[config.mk]
export PLATFORM = sky130hd
export DESIGN_NAME = mux_4x1_rr_arbiter
export DESIGN_NICKNAME = d
export VERILOG_FILES = /design/src/rtl/mux_4x1_rr_arbiter_pkg.sv /design/src/rtl/mux_4x1_rr_arbiter_rr_pick4.sv /design/src/rtl/mux_4x1_rr_arbiter.sv
export SDC_FILE = /design/constraint.sdc
export NUM_CORES = 1
export LEC_CHECK = 0
export CORE_UTILIZATION = 28
export DETAILED_ROUTE_END_ITERATION = 12
export PLACE_DENSITY = 0.62
export SLEW_MARGIN = 5
export SYNTH_ARGS = -nofsm -noshare
export SYNTH_HDL_FRONTEND = slang
export SYNTH_SLANG_ARGS = --single-unit
[constraint.sdc]
create_clock -name clk -period 2.99 [get_ports clk]
set_clock_uncertainty 0.15 [all_clocks]
set_input_delay 0.7475 -clock clk [delete_from_list [all_inputs] [get_ports clk]]
set_output_delay 0.7475 -clock clk [all_outputs]
set_load 0.01 [all_outputs]
[src/rtl/mux_4x1_rr_arbiter_pkg.sv]
// Shared definitions for the 4:1 round-robin mux arbiter: state encoding,
// requester count, select width and a one-hot helper.
package mux_4x1_rr_arbiter_pkg;

  localparam int NREQ  = 4;
  localparam int SEL_W = 2;

  typedef enum logic {
    ST_IDLE  = 1'b0,
    ST_GRANT = 1'b1
  } arb_state_t;

  function automatic logic [NREQ-1:0] idx2onehot(input logic [SEL_W-1:0] idx);
    return NREQ'(1) << idx;
  endfunction

endpackage

[src/rtl/mux_4x1_rr_arbiter_rr_pick4.sv]
// Combinational round-robin picker: first set request searching last+1,
// last+2, ... (mod 4). With mask_owner set, index 'last' itself is skipped,
// so only the other requesters can win.
module rr_pick4
  import mux_4x1_rr_arbiter_pkg::*;
(
  input  logic [NREQ-1:0]  req,
  input  logic [SEL_W-1:0] last,
  input  logic             mask_owner,
  output logic             any,
  output logic [SEL_W-1:0] idx
);

  logic [SEL_W-1:0] cand;

  // Walk the four rotated positions; the first hit wins.
  always_comb begin
    any  = 1'b0;
    idx  = last;
    cand = last;
    for (int k = 1; k <= NREQ; k++) begin
      cand = last + SEL_W'(k);
      if (!any && req[cand] && !(mask_owner && (k == NREQ))) begin
        any = 1'b1;
        idx = cand;
      end
    end
  end

endmodule

[src/rtl/mux_4x1_rr_arbiter.sv]
// Round-robin arbiter and select controller for a 4:1 data mux.
// Optional feature: define ARB_TIMEOUT_EN to bound how long one owner may
// hold the grant (MAX_HOLD cycles) while other requesters are waiting.
//
//   state    | meaning
//   ---------+-------------------------------------------------------
//   ST_IDLE  | no grant active; next set request wins on the next edge
//   ST_GRANT | one owner holds gnt/{s1,s0}; released or rotated on drop
module mux_4x1_rr_arbiter
  import mux_4x1_rr_arbiter_pkg::*;
#(
  parameter int DW       = 8,
  parameter int MAX_HOLD = 8
) (
  input  logic            clk,
  input  logic            rst_n,
  input  logic [3:0]      req,
  input  logic [DW-1:0]   i0,
  input  logic [DW-1:0]   i1,
  input  logic [DW-1:0]   i2,
  input  logic [DW-1:0]   i3,
  output logic [3:0]      gnt,
  output logic            s1,
  output logic            s0,
  output logic            valid,
  output logic [DW-1:0]   dout
);

  arb_state_t       state;
  logic [SEL_W-1:0] last;
  logic [SEL_W-1:0] sel;
  logic             owner_req;
  logic             pick_any;
  logic [SEL_W-1:0] pick_idx;
  logic             timeout;
  logic             take;
  logic             drop;

  assign sel       = {s1, s0};
  assign owner_req = req[sel];

  // While granting, the owner is masked so only the others compete; last
  // always equals the owner's index in that state.
  rr_pick4 u_pick (
    .req        (req),
    .last       (last),
    .mask_owner (state == ST_GRANT),
    .any        (pick_any),
    .idx        (pick_idx)
  );

`ifdef ARB_TIMEOUT_EN
  localparam int HCW = $clog2(MAX_HOLD + 1);
  logic [HCW-1:0] hold_cnt;

  assign timeout = (hold_cnt == HCW'(MAX_HOLD));

  // Count consecutive grant cycles of the current owner, saturating at MAX_HOLD.
  always_ff @(posedge clk or negedge rst_n) begin
    if (!rst_n) begin
      hold_cnt <= '0;
    end else if (take) begin
      hold_cnt <= HCW'(1);
    end else if ((state == ST_GRANT) && owner_req && !timeout) begin
      hold_cnt <= hold_cnt + HCW'(1);
    end
  end
`else
  assign timeout = 1'b0;
`endif

  // Decide whether this edge issues a new grant or returns to idle.
  always_comb begin
    take = 1'b0;
    drop = 1'b0;
    case (state)
      ST_IDLE: take = pick_any;
      ST_GRANT: begin
        if (!owner_req || timeout) begin
          take = pick_any;
          drop = !owner_req && !pick_any;
        end
      end
      default: take = 1'b0;
    endcase
  end

  // Arbitration FSM with registered grant, select and valid.
  always_ff @(posedge clk or negedge rst_n) begin
    if (!rst_n) begin
      state <= ST_IDLE;
      gnt   <= '0;
      s1    <= 1'b0;
      s0    <= 1'b0;
      valid <= 1'b0;
      last  <= SEL_W'(NREQ - 1);
    end else if (take) begin
      state     <= ST_GRANT;
      gnt       <= idx2onehot(pick_idx);
      {s1, s0}  <= pick_idx;
      valid     <= 1'b1;
      last      <= pick_idx;
    end else if (drop) begin
      state <= ST_IDLE;
      gnt   <= '0;
      valid <= 1'b0;
    end
  end

  // Steer the selected requester's data out; zero whenever no grant is active.
  always_comb begin
    dout = '0;
    if (valid) begin
      case (sel)
        2'd0:    dout = i0;
        2'd1:    dout = i1;
        2'd2:    dout = i2;
        default: dout = i3;
      endcase
    end
  end

endmodule

Word level (Yosys, flattened, before mapping)
Cells that the tools add are included.

Register bits: 9. Input port bits: 38. Output and inout port bits: 15. Word-level logic and storage cells: 58.

Add/subtract/negate cells: 3. Magnitude comparators: 5. Equality and inequality tests: 2. Shift-type cells: 1. Muxes and demuxes: 28. Bitwise logic cells: 1. Reductions and logical operators: 13.

Operators by type and width (number): $pmux W8 S3 (1); $lt A2 B3 Y1 const B (5); $mux W1 (14); $bmux W1 S2 (5); $mux W2 (4); $mux W4 (2); $mux W8 (1); $logic_not A1 Y1 (6); $logic_and A1 B1 Y1 (5); $add A2 B2 Y2 const B (2); $shl A1 B2 Y4 const A (1); $add A2 B1 Y2 const B (1); $eq A2 B1 Y1 const B (1); $eq A2 B2 Y1 const B (1); $logic_not A2 Y1 (1); $pmux W1 S2 (1); $reduce_bool A2 Y1 (1); $not A1 Y1 (1).

Longest topological paths before layout
Gate-level depths: netlist (run 1).

Depth after elaboration: 20. Mapped depth: 7. Depth with buffers taken out: 5.

Modules after synthesis
From an unflattened synthesis (run 1), not the netlist that was laid out.

Cell total of the unflattened synthesis: 91. Area total of the unflattened synthesis: 975.9 um^2.

By module, submodules not included: mux_4x1_rr_arbiter (times used 1, cells each 71, area each 834.6 um^2); rr_pick4 (times used 1, cells each 20, area each 141.4 um^2).

Worst setup path after synthesis (run 1)
No wires, ideal clock.

Path type: input to output. Start: input port i1[0]. End: output port dout[0]. Data arrival time: 1.400 ns. Required time: 2.092 ns. Slack: 0.692 ns. Stages on the path: 2. Path through: mux4_1 -> and2_1.

Cells in the longest elaborated chain, start to end: 2.

RTL lines: from (decl) (RTL line mux_4x1_rr_arbiter.sv:19) `input logic [DW-1:0] i1,`; $pmux W8 S3 (RTL line mux_4x1_rr_arbiter.sv:114) `case (sel)`; $mux W8 (RTL line mux_4x1_rr_arbiter.sv:113) `if (valid) begin`; to (decl) (RTL line mux_4x1_rr_arbiter.sv:26) `output logic [DW-1:0] dout`.

Every way passes these cells.

Worst setup path in the final report (run 1)
Start: input port i3[4]. End: output port dout[4].

Cells in the longest elaborated chain, start to end: 2.

RTL lines: from (decl) (RTL line mux_4x1_rr_arbiter.sv:21) `input logic [DW-1:0] i3,`; $pmux W8 S3 (RTL line mux_4x1_rr_arbiter.sv:114); $mux W8 (RTL line mux_4x1_rr_arbiter.sv:113).

Every way passes these cells.

==> run_results.csv, run 1 <==
group,metric,value,unit
layout,drive_gt1_frac,0.184,
sta,final-setup-viol-count,0,
global_routing,grt_pass1_wl,3650,microns
drt,drt-initial-drc-count,44,
pwr,leakagePower,0.000552,uW
sta,drv_slew,0,
setup_path,slowest_delay,0.46,ns
setup_path,setup.worst_path.start_class,"input pin",
yosys,synth_warnings,0,
setup_path,crit_path_max_fanout,1,
setup_path,cp_slowest_cell,"mux4_2",
yosys,async_reset_ff_frac,1.00,
yosys,synth_fp_nets,108,
yosys,ys.flop_type,"dfrtp_1",
yosys,yosysTopAreaCell,"mux4_1",
yosys,ys_ff_latch,9,
yosys,synth_area,827,sq um
worst_hold_path,min_to,"gnt[2]$_DFFE_PN0P_",
yosys,ys_types,33,
setup_path,critPathRequiredTime,2.09,ns
sta,max-slew-margin-rel,0.674,
placement,dp_slack,-0.241,ns
yosys,yosysTopAreaCellShare,0.254,
yosys,synth.area.top_cells,"mux4_1 (25%), dfrtp_1 (21%), dfstp_2 (6.4%)",
setup_path,crit_chain,"clkdlybuf4s50_1 > mux4_2 > and2_1 > dlygate4sd2_1",
yosys,syn_inst,70,
status,outcome,"complete, no violations",
layout,final_area,1390,sq um
die,die_h,56.4,microns
global_routing,grt.overflow.total,0,
placement,dpl_cell_area,1380,sq um
sta,grt_setup_unrepaired,"false",
layout,diodes,0,
global_routing,grt_pass1_vias,759,
setup_path,reg2reg_to,"s1$_DFFE_PN0P_",
pwr,ir_drop,0.468,mV
clock_tree,clk_path_buf_depth,2,
placement,hpwlAfterDp,1720,microns
layout,area_delta_synth_final,67.6,%
drt,route.detailed.drc,0,
worst_hold_path,worstHoldStart,"gnt[2]$_DFFE_PN0P_",
drt,vias,814,
die,initial_utilization,0.297,
worst_hold_path,min_path_cells,1,
clock_tree,cts-root-buf,"clkbuf_4",
setup_path,cp-end-kind,"primary output",
die,dieArea,3180,sq um
setup_path,r2r_cells,4,
yosys,synth_edf_count,0,
clock_tree,numCtsBuffers,3,
sta,hold_viol,0,
placement,gp_congestion,0.733,
layout,layout.nets,164,
die,placementRows,19,
clock_tree,clock-sinks,9,
yosys,synth.avg_cell_area,11.8,sq um
placement,io_buffers,52,
sta,finalCritPeriodShare,0.993,
sta,worst_pin_slew,0.488,ns
clock_tree,clkTransAtPathRegs,0.06,ns
worst_hold_path,hold_path.class,"reg2reg",
setup_path,crit_arrival,2.07,ns
die,io_pins,53,
drt,via_per_inst,5.22,
sta,final.setup.worst_slack,0.0203,ns
drt,drt_pre_antenna_iters,4,
clock_tree,postCtsSetupBuffers,0,
drt,antenna_left,0,
sta,fmax,0.337,GHz
global_routing,grt_start_max_net_pins,14,
die,coreArea,2780,sq um
drt,routedWlPerCell,15.0,microns
yosys,synthTopCellsByCount,"and2_1 (8), mux4_1 (8), dfrtp_1 (7)",
job,max-cap-violations,0,
setup_path,reg2reg_slack,0.81,ns
layout,final_util,0.498,
sta,hold_slack,0.349,ns
layout,fillers,253,
die,fp.dieW,56.4,microns
sta,period_minus_slack,2.97,ns
clock_tree,cts_tree,"done",
drt,routed_wl,2340,microns
clock_tree,cts-hold-fix-buffers,0,
pwr,powerDensity,806,nW/um^2
clock_tree,clk_latency,0.25,ns
setup_path,reg2reg_from,"s0$_DFFE_PN0P_",
setup_path,crit_type,"in2out",
global_routing,antenna_found_initial,0,
global_routing,grt_use_total,0.151,
yosys,yosysSeqAreaShare,0.275,
clock_tree,h-tree-depth,1,
pwr,p_total,1120,uW
==> state kept, by name (all words and copies together) (netlist names) <==
register and flops:
last 2, gnt 4, s1 1, s0 1
state 1
==> timing repair <==
item / CTS / global route
gates resized for setup: 10 / 9
hold endpoints to repair: 0 / 0
setup endpoints to repair: 8 / 8
==> placed cells by master, fill, tap and decap left out, drive strengths merged, types with 2 or more instances in the layout <==
master | synthesis | final
and2 | 8 | 8
mux2 | 3 | 3
clkdlybuf4s50 | 0 | 44
mux4 | 9 | 9
clkbuf | 2 | 5
a32o | 2 | 2
nor2 | 2 | 2
dfstp | 2 | 2
mux2i | 3 | 3
a21oi | 2 | 2
dfrtp | 7 | 7
o2bb2ai | 2 | 2
nand2b | 3 | 3
buf | 4 | 5
clkdlybuf4s15 | 0 | 4
o21a | 2 | 2
dlygate4sd2 | 0 | 3
nand2 | 6 | 6
==> report_power, final <==
group	switching [uW]	leakage [uW]	internal, uW	total [uW]
combinational	254	0.000433	458	712
clock	38.6	0.0000150	51.2	89.7
sequential	129	0.000105	187	316
==> routing by layer <==
layer,GRT usage,part of all wire,vias up
met5,0,0,-
met3,0.0576,0.092,2
met4,0.0314,0.0043,0
li1,-,-,389
met1,0.185,0.44,379
met2,0.255,0.46,44
==> stage by stage <==
stage / instances / setup TNS [ns]
CTS: 156 / 0
detailed placement: 152 / -1.46
floorplan: 70 / 0
global placement: 152 / -1.32
finish: 156 / 0
global route: 156 / 0
==> cell type report <==
cell class                 instances  area, sq um  area share
clock buffer                       4         26.3      0.0190
inverter                           1         3.75     0.00271
multi-input combinational         54          539       0.389
sequential                         9          229       0.165
tap                               31         38.8      0.0280
timing repair buffer              57          549       0.396
==> logic make-up (layout without fill, tap and decap cells) <==
group | Yosys count | count (layout) | share of synthesized area
multiplexers | 15 | 15 | 0.368
flip-flops | 9 | 9 | 0.275
AO/OA/AOI/OAI | 16 | 16 | 0.153
buffers and inverters | 7 | 62 | 0.0544
AND/OR/NAND/NOR | 23 | 23 | 0.150
==> worst max-delay path, delay by kind of cell <==
family / cells / cell delay, ns
buffers and inverters: 2 / 0.70
muxes: 1 / 0.46
and+or+nand+nor: 1 / 0.16
==> worst max-delay path by stage <==
stage	start	endpoint	cells after the start	slack, ns
5_1_grt	i3[4]	dout[4]	4	0.008
4_1_cts	i0[7]	dout[7]	4	0.006
2_1_floorplan	i1[0]	dout[0]	2	0.69
6_report	i3[4]	dout[4]	4	0.02
3_5_place_dp	i1[2]	dout[2]	4	-0.24
3_3_place_gp	i2[6]	dout[6]	4	-0.18
Note: power is estimated with default switching activity, not from simulation.
==> run 2, diff against run 1 <==
- ABC_CLOCK_PERIOD_IN_PS: default -> 2990
- SKIP_CTS_REPAIR_TIMING: default -> 1
==> run 2 against run 1 <==
Utilization rose by 1.6 points. Final area increased by 3.2%. Fmax increased by 2.4%. Critical path depth did not move. Global-route usage is 0.15 points lower. Worst setup slack better by 0.069 ns. First-iteration DRC count fell by 32%. Cell count stayed put. Worst hold slack did not move. Combinational power grew 3%. Total power increased by 1.4%. Sequential share of layout area decreased by 0.51 points.
==> run_results.csv, run 2 (synthesized netlist as in run 1, its figures left out) <==
group,metric,value,unit
status,outcome,"complete, no violations",
setup_path,slowest_delay,0.51,ns
setup_path,setup.worst_path.start_class,"input pin",
die,dieArea,3180,sq um
sta,final-setup-viol-count,0,
setup_path,r2r_cells,4,
pwr,p_sw_frac,0.369,
setup_path,crit_path_max_fanout,1,
sta,final.setup.worst_slack,0.0893,ns
die,io_pins,53,
sta,period_minus_slack,2.90,ns
die,initial_utilization,0.297,
setup_path,critPathRequiredTime,2.09,ns
worst_hold_path,hold_path.class,"reg2reg",
global_routing,antenna_found_initial,0,
clock_tree,clkTransAtPathRegs,0.06,ns
drt,antenna_left,0,
pwr,intPower,715,uW
drt,drt-initial-drc-count,30,
layout,largest_reg_flops,4,
placement,io_buffers,52,
setup_path,cp.depth,4,
sta,grt_setup_unrepaired,"false",
setup_path,cp_slowest_cell,"mux4_1",
drt,routed_wl,2340,microns
clock_tree,h-tree-depth,1,
placement,hpwlAfterDp,1720,microns
setup_path,crit_arrival,2.00,ns
global_routing,grt.overflow.total,0,
setup_path,cp_top_family,"buffers and inverters",
layout,drive_gt1_frac,0.144,
clock_tree,clk_latency,0.25,ns
sta,max-slew-margin-rel,0.699,
drt,drt_pre_antenna_iters,4,
drt,vias,828,
worst_hold_path,min_path_cells,1,
setup_path,critical_path_buf_inv_count,2,
global_routing,grt_pass1_vias,760,
placement,dp_slack,-0.241,ns
layout,largestRegisters,"gnt x4, last x2",
layout,multi_input_area,554,sq um
global_routing,grt_pass1_wl,3590,microns
clock_tree,clock-sinks,9,
die,fp.dieW,56.4,microns
die,coreArea,2780,sq um
pwr,powerDensity,792,nW/um^2
drt,route.detailed.drc,0,
clock_tree,cts_tree,"done",
layout,diodes,0,
clock_tree,clk_path_buf_depth,2,
layout,ff_latch_area,229,sq um
global_routing,grt_start_max_net_pins,14,
layout,mostFrequentLayoutCell,"clkdlybuf4s50_1",
sta,worst_pin_slew,0.451,ns
layout,final_util,0.514,
pwr,leakagePower,0.000639,uW
layout,most-common-layout-cells,"clkdlybuf4s50_1 (44), mux4_1 (8), and2_1 (8), dlymetal6s2s_1 (8), dfrtp_1 (6)",
pwr,combPwrFrac,0.645,
sta,setup_tns,0,ns
die,die_h,56.4,microns
sta,hold_viol,0,
clock_tree,numCtsBuffers,3,
layout,layout.nets,164,
drt,via_per_inst,5.31,
drt,routedWlPerCell,15.0,microns
layout,layout.cells.non_filler,156,
global_routing,grt_use_total,0.150,
sta,drv_slew,0,
pwr,clockPowerShare,0.079,
sta,hold_slack,0.349,ns
setup_path,cp-end-kind,"primary output",
clock_tree,cts-root-buf,"clkbuf_4",
layout,regMostFlops,"gnt",
pwr,seqPwrFrac,0.276,
sta,finalCritPeriodShare,0.970,
layout,area_delta_synth_final,72.9,%
die,placementRows,19,
placement,gp_congestion,0.733,
sta,fmax,0.345,GHz
pwr,ir_drop,0.463,mV
setup_path,crit_chain,"clkdlybuf4s50_1 > mux4_1 > and2_1 > dlymetal6s2s_1",
placement,dp.cells,152,
pwr,power_switching,418,uW
setup_path,crit_type,"in2out",
layout,fillers,242,
job,max-cap-violations,0,
[run 2: cell types whose count changed in the layout (fill, tap and decap cells not counted), sizes merged]
cell	previous run	this run
dlygate4sd2	3	0
clkdlybuf4s15	4	0
clkbuf	5	4
dlymetal6s2s	0	8
[run 2: final cells by class]
type / count / share of cell area
multi-input combinational: 54 / 0.388
timing repair buffer: 57 / 0.404
tap: 31 / 0.0271
inverter: 1 / 0.00262
sequential: 9 / 0.160
clock buffer: 4 / 0.0184
[run 2: layer usage]
layer  share of wire  routed length [microns]  global-route usage
met1            0.43                     1010               0.180
met2            0.47                     1100               0.253
met3           0.096                      225              0.0599
met4          0.0043                       10              0.0314
met5               0                        0                   0
[run 2: worst paths after layout]
| path | from | endpoint | slack (ns) |
|---|---|---|---|
| setup / recovery | i1[2] | dout[2] | 0.09 |
| min in group asynchronous | rst_n | gnt[2]$_DFFE_PN0P_ | 0.63 |
| hold / removal | gnt[2]$_DFFE_PN0P_ | gnt[2]$_DFFE_PN0P_ | 0.35 |
| hold reg to reg | gnt[2]$_DFFE_PN0P_ | gnt[2]$_DFFE_PN0P_ | 0.35 |
| setup reg to reg | s0$_DFFE_PN0P_ | s1$_DFFE_PN0P_ | 0.82 |
| max in group asynchronous | rst_n | last[1]$_DFFE_PN1P_ | 1.74 |
[run 2: through the flow]
step | total power, uW | cell area, sq um
2_1_floorplan | 767 | 827
3_3_place_gp | 1050 | 1380
3_5_place_dp | 1070 | 1380
4_1_cts | 1170 | 1410
5_1_grt | 1220 | 1430
6_report | 1130 | 1430
[run 2: power groups by stage]
stage | clock (uW) | sequential, uW | combinational, uW
2_1_floorplan | 0 | 227 | 541
3_3_place_gp | 0 | 310 | 743
3_5_place_dp | 0 | 315 | 754
4_1_cts | 95.5 | 314 | 756
5_1_grt | 108 | 329 | 782
6_report | 89.8 | 312 | 731
[run 2: worst reg2reg max path: stages, from the launching register on]
cell	delay, ns
dfrtp_2	0.55
mux4_2	0.56
nand2_1	0.10
a31o_1	0.36
mux2_4	0.33
